$ cat config.mk
export PLATFORM = sky130hd
export DESIGN_NAME = pipe_fetch_ctrl
export DESIGN_NICKNAME = d
export VERILOG_FILES = /design/src/rtl/pipe_fetch_ctrl.sv
export SDC_FILE = /design/constraint.sdc
export NUM_CORES = 1
export LEC_CHECK = 0
export BUFFER_PORTS_ARGS = -buffer_cell sky130_fd_sc_hd__buf_2
export CAP_MARGIN = 20
export CORE_ASPECT_RATIO = 0.7
export CORE_UTILIZATION = 51
export CTS_CLUSTER_SIZE = 24
export DETAILED_ROUTE_END_ITERATION = 10
export GPL_ROUTABILITY_DRIVEN = 0
export MAX_ROUTING_LAYER = met4
export PLACE_DENSITY = 0.88
export REMOVE_ABC_BUFFERS = 1
export SLEW_MARGIN = 20
export SYNTH_ARGS = -nofsm -noshare
export SYNTH_HDL_FRONTEND = slang
export SYNTH_SLANG_ARGS = --single-unit
$ cat constraint.sdc
create_clock -name clock -period 6.2 [get_ports clock]
set_input_delay 0.31 -clock clock [delete_from_list [all_inputs] [get_ports clock]]
set_output_delay 0.31 -clock clock [all_outputs]
set_load 0.005 [all_outputs]
$ cat src/rtl/pipe_fetch_ctrl.sv
// IF-stage PC sequencer: req/ack imem fetch into a one-entry output register.
// Define PIPE_DELAY_SLOT_EN to keep the branch-delay-slot instruction on redirect.
module pipe_fetch_ctrl #(
  parameter logic [31:0] RESET_PC = 32'h0000_0000
) (
  input  logic        clock,
  input  logic        reset,
  input  logic [1:0]  pcsource,
  input  logic [31:0] bpc,
  input  logic [31:0] rpc,
  input  logic [31:0] jpc,
  output logic        imem_req,
  output logic [31:0] imem_addr,
  input  logic        imem_ack,
  input  logic [31:0] imem_rdata,
  output logic        if_valid,
  output logic [31:0] if_ins,
  output logic [31:0] if_pc,
  output logic [31:0] if_pc4,
  input  logic        if_ready
);

  logic [31:0] pc;
  logic [31:0] tgt;
  logic [31:0] pc4;
  logic [31:0] target;
  logic        busy;
  logic        kill;
  logic        redir;
  logic        slot_free;
  logic        acc;
  logic        live_ack;
  logic        xfer;
  logic        pend;
  logic        redirect;
  logic        keep_out;
  logic        keep_mem;
  logic        load;

  assign slot_free = !if_valid | if_ready;
  assign imem_req  = !reset & (busy | slot_free);
  assign imem_addr = pc;
  assign pc4       = pc + 32'd4;
  assign acc       = imem_req & imem_ack;
  assign live_ack  = acc & !kill;
  assign xfer      = if_valid & if_ready;
  assign pend      = imem_req & !imem_ack;
  assign redirect  = |pcsource;

  always_comb begin
    target = pc4;
    unique case (1'b1)
      pcsource == 2'b01: target = bpc;
      pcsource == 2'b10: target = rpc;
      pcsource == 2'b11: target = jpc;
      default:           target = pc4;
    endcase
  end

`ifdef PIPE_DELAY_SLOT_EN
  // oldest squashed entry survives: held output first, else the memory one
  assign keep_out = redirect & if_valid & !if_ready;
  assign keep_mem = redirect & !if_valid;
`else
  assign keep_out = 1'b0;
  assign keep_mem = 1'b0;
`endif

  assign load = live_ack & (!redirect | keep_mem);

  always_ff @(posedge clock or posedge reset) begin
    if (reset) begin
      pc       <= RESET_PC;
      tgt      <= '0;
      redir    <= 1'b0;
      busy     <= 1'b0;
      kill     <= 1'b0;
      if_valid <= 1'b0;
      if_ins   <= '0;
      if_pc    <= '0;
      if_pc4   <= '0;
    end else begin
      busy <= pend;
      if (load) begin
        if_valid <= 1'b1;
        if_ins   <= imem_rdata;
        if_pc    <= pc;
        if_pc4   <= pc4;
      end else if (xfer | (redirect & !keep_out)) begin
        if_valid <= 1'b0;
      end
      if (acc)
        kill <= 1'b0;
      if (redirect & pend & !keep_mem)
        kill <= 1'b1;
      // an outstanding request keeps its address until acked
      if (redirect) begin
        if (pend) begin
          tgt   <= target;
          redir <= 1'b1;
        end else begin
          pc    <= target;
          redir <= 1'b0;
        end
      end else if (acc) begin
        pc    <= redir ? tgt : pc4;
        redir <= 1'b0;
      end
    end
  end

endmodule

==> results.sh, run 1 <==
export IMPL_status="completed"
export IMPL_end_kind="flop"
export IMPL_yosysUniqueCellTypes=52
export IMPL_placed_area_um2=9210
export IMPL_period_share_pct=49.6
export IMPL_cts_hold_buf=0
export IMPL_design_area_um2=9850
export IMPL_grt_use_met1_pct=38.2
export IMPL_grt_antenna_before_repair=2
export IMPL_ant_nets=0
export IMPL_fp_row_count=37
export IMPL_yosysTopAreaCellShare_pct=51.9
export IMPL_drv_cap=0
export IMPL_clkTransAtPathRegs_ns=0.06
export IMPL_grt_max_degree=109
export IMPL_yosys_top_cells_area="dfrtp_1, mux2_2, a22o_1, a21oi_1, nor2_1"
export IMPL_rsz0062_at_grt="false"
export IMPL_syn_area_per_cell_um2=11.1
export IMPL_hold_class="in2reg"
export IMPL_critical_path_class="in2reg"
export IMPL_first_iter_violations=485
export IMPL_grt_pass1_wl_mm=34.6
export IMPL_die_w_um=150
export IMPL_r2r_cells=6
export IMPL_drc=0
export IMPL_maxSlewViolCount=0
export IMPL_layout_setup_ws_ns=3.12
export IMPL_grt_busiest_layer="met2"
export IMPL_netlist_area_um2=7810
export IMPL_synth_ff_type="dfrtp_1"
export IMPL_synth_cells=704
export IMPL_tns_ns=0
export IMPL_p_leak_nw=4.66
export IMPL_grt_pass1_vias=6588
export IMPL_start_util_pct=52.7
export IMPL_worst_slew_pin_slew_ns=1.08
export IMPL_cp_arrival_ns=3.38
export IMPL_synth_warnings=0
export IMPL_core_um2=14800
export IMPL_cp_required_ns=6.51
export IMPL_htree_levels=4
export IMPL_cts_resized=0
export IMPL_synth_edf_count=0
export IMPL_wl_mm=22.0
export IMPL_synthArstFlopShare_pct=100
export IMPL_hold_depth=2
export IMPL_dieHeight_um=106
export IMPL_drive_gt1_share_pct=42.1
export IMPL_vdd_drop_max_v=0.000186
export IMPL_hold_violations=0
export IMPL_syn2layout_area_growth_pct=26.1
export IMPL_numPortBuffers=263
export IMPL_crit_path_start_kind="primary input"
export IMPL_grtUsageMet3_pct=5.28
export IMPL_avgViaCountPerCell=5.86
export IMPL_powerDensity_nw_per_um2=352
export IMPL_max_slew_margin_pct=28.2
export IMPL_place_ws_ns=2.69
export IMPL_yosys_register_bits=162
export IMPL_fin_skew_ns=0.00931
export IMPL_setup_viol=0
export IMPL_grt_usage_pct=29.5
export IMPL_root_buffer="clkbuf_16"
export IMPL_dp_hpwl_mm=15.0
export IMPL_cts_tree="done"
export IMPL_io_pins=264
export IMPL_yosysSeqAreaShare_pct=51.9
export IMPL_yosys_area_top_type="dfrtp_1"
export IMPL_post_cts_buffers=0
export IMPL_cts_buffer_depth=2
export IMPL_fmax_mhz=325
export IMPL_grt_overflow=0
export IMPL_dr_pass1_iters=5
export IMPL_vias=6731
export IMPL_global_route_usage_met2_pct=47.9
export IMPL_clock_sinks=162
export IMPL_worstPathMaxFanout=64
export IMPL_nets=1074
export IMPL_period_needed_ns=3.08
export IMPL_die_area_um2=15800
export IMPL_clock_latency_ns=0.42
export IMPL_wl_per_cell_um=19.2
export IMPL_numCtsBuffers=17
critical path, stage by stage:
cell and delay, ns:
buf_2 0.09, buf_4 0.28, or2_1 0.42, or4b_1 0.72, nor2_8 0.74, buf_12 0.37, mux2_2 0.39
power breakdown:
group / internal, mW / leakage [nW] / total (mW) / switching [mW]
Combinational: 0.432 / 2.36 / 0.797 / 0.365
Sequential: 1.33 / 1.99 / 1.52 / 0.196
Clock: 0.692 / 0.309 / 1.14 / 0.452
Total: 2.45 / 4.66 / 3.46 / 1.01
routing by layer:
metal  up-vias  share of wire [%]
met5         -                  0
met4         0                1.2
met3        24                7.6
met2       325                 48
met1      3336                 43
li1       3046                  -
worst paths after layout:
| check | startpoint | end | slack, ns |
|---|---|---|---|
| min in group asynchronous | reset | if_pc[7]$_DFFE_PP0P_ | 0.10 |
| setup reg to reg | imem_addr[2]$_DFFE_PP0P_ | imem_addr[28]$_DFFE_PP0P_ | 3.26 |
| hold / removal | imem_ack | kill$_DFFE_PP0P_ | 0.09 |
| max in group asynchronous | reset | imem_addr[27]$_DFFE_PP0P_ | 4.86 |
| hold reg to reg | tgt[25]$_DFFE_PP0P_ | tgt[25]$_DFFE_PP0P_ | 0.48 |
| setup / recovery | pcsource[0] | if_ins[15]$_DFFE_PP0P_ | 3.12 |
placed cells by master (no fill, tap or decap), drive strengths merged, types with 4 or more instances in the layout:
| cell type | Yosys | final |
|---|---|---|
| buf | 27 | 272 |
| a21oi | 70 | 70 |
| nand3 | 14 | 14 |
| clkinv | 0 | 4 |
| o22ai | 14 | 14 |
| o21a | 4 | 4 |
| mux2 | 98 | 98 |
| xnor2 | 20 | 20 |
| nand4 | 8 | 8 |
| nor4 | 5 | 5 |
| and3 | 4 | 4 |
| dfrtp | 162 | 162 |
| nor3 | 4 | 4 |
| o21ai | 26 | 26 |
| nor2 | 54 | 54 |
| bufinv | 0 | 4 |
| o31a | 15 | 15 |
| a22oi | 6 | 6 |
| clkbuf | 29 | 18 |
| nand2 | 31 | 31 |
| inv | 18 | 22 |
| xor2 | 8 | 8 |
| a22o | 51 | 51 |
layout make-up:
cell class	count	area, um2
Fill cell	1185	4960
Sequential cell	162	4050
Multi-Input combinational cell	468	3420
Timing Repair Buffer	272	1420
Clock buffer	18	439
Tap cell	195	244
Clock inverter	14	200
Inverter	18	72.6
Antenna cell	2	5.00
registers in the layout, summed over array words and instances, names as in the netlist:
signal     flops
redir          1
tgt           32
busy           1
imem_addr     32
kill           1
if_pc4        30
if_ins        32
if_valid       1
if_pc         32
stage by stage:
stage	power, mW	util [%]	instances	hold slack (ns)
2_1_floorplan	1.91	-	648	0.396
3_3_place_gp	2.29	62.0	1114	0.461
3_5_place_dp	2.34	62.2	1115	0.471
4_1_cts	3.48	66.5	1147	0.0877
5_1_grt	3.64	66.5	1149	0.0974
6_report	3.46	66.5	1149	0.0913
kinds of logic after synthesis:
family,count (synthesis),share of synthesized area [%]
adder cells (fa/ha/maj),1,0.160
AND/OR/NAND/NOR,134,8.22
multiplexers,98,14.1
XOR/XNOR,28,3.14
flip-flops,162,51.9
AO/OA/AOI/OAI,207,17.8
buffers and inverters,74,4.63
Yosys cell counts, drive strengths merged (6+ instances only):
| cell | instances |
|---|---|
| buf | 27 |
| o21ai | 26 |
| a22oi | 6 |
| nand2 | 31 |
| o22ai | 14 |
| nor2 | 54 |
| a21oi | 70 |
| nand4 | 8 |
| nand3 | 14 |
| o31a | 15 |
| clkbuf | 29 |
| dfrtp | 162 |
| mux2 | 98 |
| xnor2 | 20 |
| xor2 | 8 |
| a22o | 51 |
| inv | 18 |
(Power assumes the default switching activity.)
==> run 2, diff against run 1 <==
- ABC_AREA: unset -> 1
- clock period: 6.2 -> 3.1 ns (I/O delays scaled with it)
==> run 2 against run 1 <==
  * Clock skew increased by 0.0019 ns
  * Worst hold slack got worse by 0.075 ns
  * Sequential power increased by 97%
  * Non-clock buffer count increased by 32
  * Clock power increased by 87%
==> results.sh, run 2 <==
export IMPL_status="completed"
export IMPL_syn_area_per_cell_um2=7.43
export IMPL_p_sw_share_pct=32.9
export IMPL_yosysTopAreaCellShare_pct=51.8
export IMPL_fp_row_count=37
export IMPL_yosysSeqAreaShare_pct=51.8
export IMPL_pwr_share_comb_pct=23.6
export IMPL_p_clk_share_pct=31.8
export IMPL_io_pins=264
export IMPL_dieHeight_um=106
export IMPL_num_antenna_cells=0
export IMPL_nets=1467
export IMPL_fmax_mhz=418
export IMPL_dr_pass1_iters=9
export IMPL_synth_edf_count=0
export IMPL_placed_area_um2=9280
export IMPL_worstPathMaxFanout=30
export IMPL_p_seq_share_pct=44.6
export IMPL_wl_mm=23.9
export IMPL_global_route_usage_met2_pct=51.1
export IMPL_grt_overflow=0
export IMPL_wl_per_cell_um=15.5
export IMPL_critical_path_class="in2reg"
export IMPL_yosys_top_cells_area="dfrtp_1, nand2_1, nor2_1, inv_1, o21ai_0"
export IMPL_powerDensity_nw_per_um2=657
export IMPL_grtUsageMet3_pct=5.89
export IMPL_clock_sinks=162
export IMPL_yosysUniqueCellTypes=30
export IMPL_worst_slew_pin_slew_ns=1.01
export IMPL_synth_ff_type="dfrtp_1"
export IMPL_vias=8044
export IMPL_syn2layout_area_growth_pct=30.3
export IMPL_p_leak_nw=5.68
export IMPL_layout_common_cells="nand2_1, buf_2, dfrtp_1"
export IMPL_grt_antenna_before_repair=0
export IMPL_grt_use_met1_pct=42.3
export IMPL_drive_gt1_share_pct=23.4
export IMPL_final_common_cell="nand2_1"
export IMPL_grt_pass1_wl_mm=38.3
export IMPL_drc=0
export IMPL_grt_usage_pct=32.0
export IMPL_root_buffer="clkbuf_16"
export IMPL_yosys_area_top_type="dfrtp_1"
export IMPL_clkTransAtPathRegs_ns=0.07
export IMPL_total_power_mw=6.70
export IMPL_p_int_mw=4.50
export IMPL_netlist_area_um2=7830
export IMPL_grt_max_degree=84
export IMPL_switchingPower_mw=2.20
export IMPL_yosysMostFrequentCell="nand2_1"
export IMPL_dp_hpwl_mm=16.3
export IMPL_htree_levels=4
export IMPL_core_um2=14900
export IMPL_die_w_um=150
export IMPL_synth_warnings=0
export IMPL_design_area_um2=10200
export IMPL_rsz0062_at_grt="false"
export IMPL_end_kind="flop"
export IMPL_cts_tree="done"
export IMPL_yosys_top_cells_count="nand2_1, dfrtp_1, nor2_1, inv_1, o21ai_0"
export IMPL_crit_path_start_kind="primary input"
export IMPL_setup_viol=0
export IMPL_cp_required_ns=3.40
export IMPL_cp_arrival_ns=2.69
export IMPL_clock_latency_ns=0.42
export IMPL_synth_cells=1054
export IMPL_period_needed_ns=2.39
export IMPL_fin_skew_ns=0.0112
export IMPL_yosys_register_bits=162
export IMPL_ant_nets=0
export IMPL_max_slew_margin_pct=32.6
export IMPL_numPortBuffers=263
export IMPL_cts_buffer_depth=2
export IMPL_hold_violations=0
export IMPL_grt_pass1_vias=7754
export IMPL_drv_cap=0
export IMPL_start_util_pct=52.7
export IMPL_period_share_pct=77.1
export IMPL_numCtsBuffers=17
export IMPL_die_area_um2=15900
export IMPL_avgViaCountPerCell=5.22
export IMPL_synthArstFlopShare_pct=100
export IMPL_vdd_drop_max_v=0.000387
export IMPL_maxSlewViolCount=0
export IMPL_hold_class="in2reg"
export IMPL_grt_busiest_layer="met2"
export IMPL_first_iter_violations=746
run 2: cell count changes after synthesis, moves of 11 or more:
cell,change
o21ai_0,+31
nand3_1,+11
o31a_1,-15
a22o_1,-46
xnor2_1,-16
nor2_1,+50
nand2_1,+434
inv_1,+68
a21oi_1,-34
mux2_2,-88
run 2: final cells by class:
| class | instances | area [um2] |
|---|---|---|
| Clock inverter | 13 | 141 |
| Sequential cell | 162 | 4050 |
| Timing Repair Buffer | 304 | 1720 |
| Tap cell | 195 | 244 |
| Fill cell | 1245 | 4660 |
| Clock buffer | 19 | 453 |
| Multi-Input combinational cell | 756 | 3240 |
| Inverter | 91 | 348 |
run 2: cells by family after synthesis:
logic type	Yosys count	synth area share, %
AO/OA/AOI/OAI	129	9.01
AND/OR/NAND/NOR	611	30.5
XOR/XNOR	15	1.68
adder cells (fa/ha/maj)	1	0.160
buffers and inverters	136	6.84
flip-flops	162	51.8
run 2: timing repair:
item | CTS | global route
hold buffers | 33 | 0
endpoints found under the hold margin | 59 | 0
gates resized for setup | 0 | 0
setup buffers | 0 | 0
run 2: final timing paths:
kind,start,to,slack [ns],cells after the start
hold reg to reg,if_pc4[12]$_DFFE_PP0P_,if_pc4[12]$_DFFE_PP0P_,0.47,2
setup / recovery,reset,imem_addr[25]$_DFFE_PP0P_,0.71,10
min in group asynchronous,reset,if_ins[3]$_DFFE_PP0P_,0.25,3
max in group asynchronous,reset,if_pc4[12]$_DFFE_PP0P_,1.64,4
hold / removal,if_ready,if_valid$_DFFE_PP0P_,0.02,4
setup reg to reg,busy$_DFF_PP0_,imem_addr[26]$_DFFE_PP0P_,0.90,8
run 2: layer usage:
metal  routed length, um  up-vias
li1                    -     3819
met2               11100      457
met5                   0        -
met4                 334        0
met1               10100     3731
met3                2240       37
run 2: critical path, cell delays in order:
cell and delay [ns]:
dlygate4sd3_1 0.54, buf_2 0.15, inv_6 0.21, nand2_1 0.13
nor2_1 0.16, inv_2 0.08, nand2_1 0.37, inv_1 0.51
nor2_1 0.28, a21oi_1 0.10
run 2: per-stage QoR:
step | TNS (ns) | hold WS (ns) | util (%) | setup WS, ns | instances
after floorplan | -763.74 | 0.272 | - | -3.94 | 1009
after global placement | 0 | 0.135 | 62.4 | 0.978 | 1475
after detailed placement | 0 | 0.137 | 62.4 | 0.902 | 1475
after CTS | 0 | 0.0131 | 68.6 | 0.792 | 1540
after global routing | 0 | 0.0503 | 68.6 | 0.561 | 1540
final | 0 | 0.0166 | 68.6 | 0.710 | 1540
run 2: power by group through the flow:
stage                     clock network (mW)  logic [mW]  registers [mW]
after global routing                    2.22        1.79            3.05
after global placement                     0        1.48            2.99
final                                   2.13        1.58            2.99
after floorplan                            0       0.723            2.99
after detailed placement                   0        1.54            3.01
after CTS                               2.13        1.58            2.98
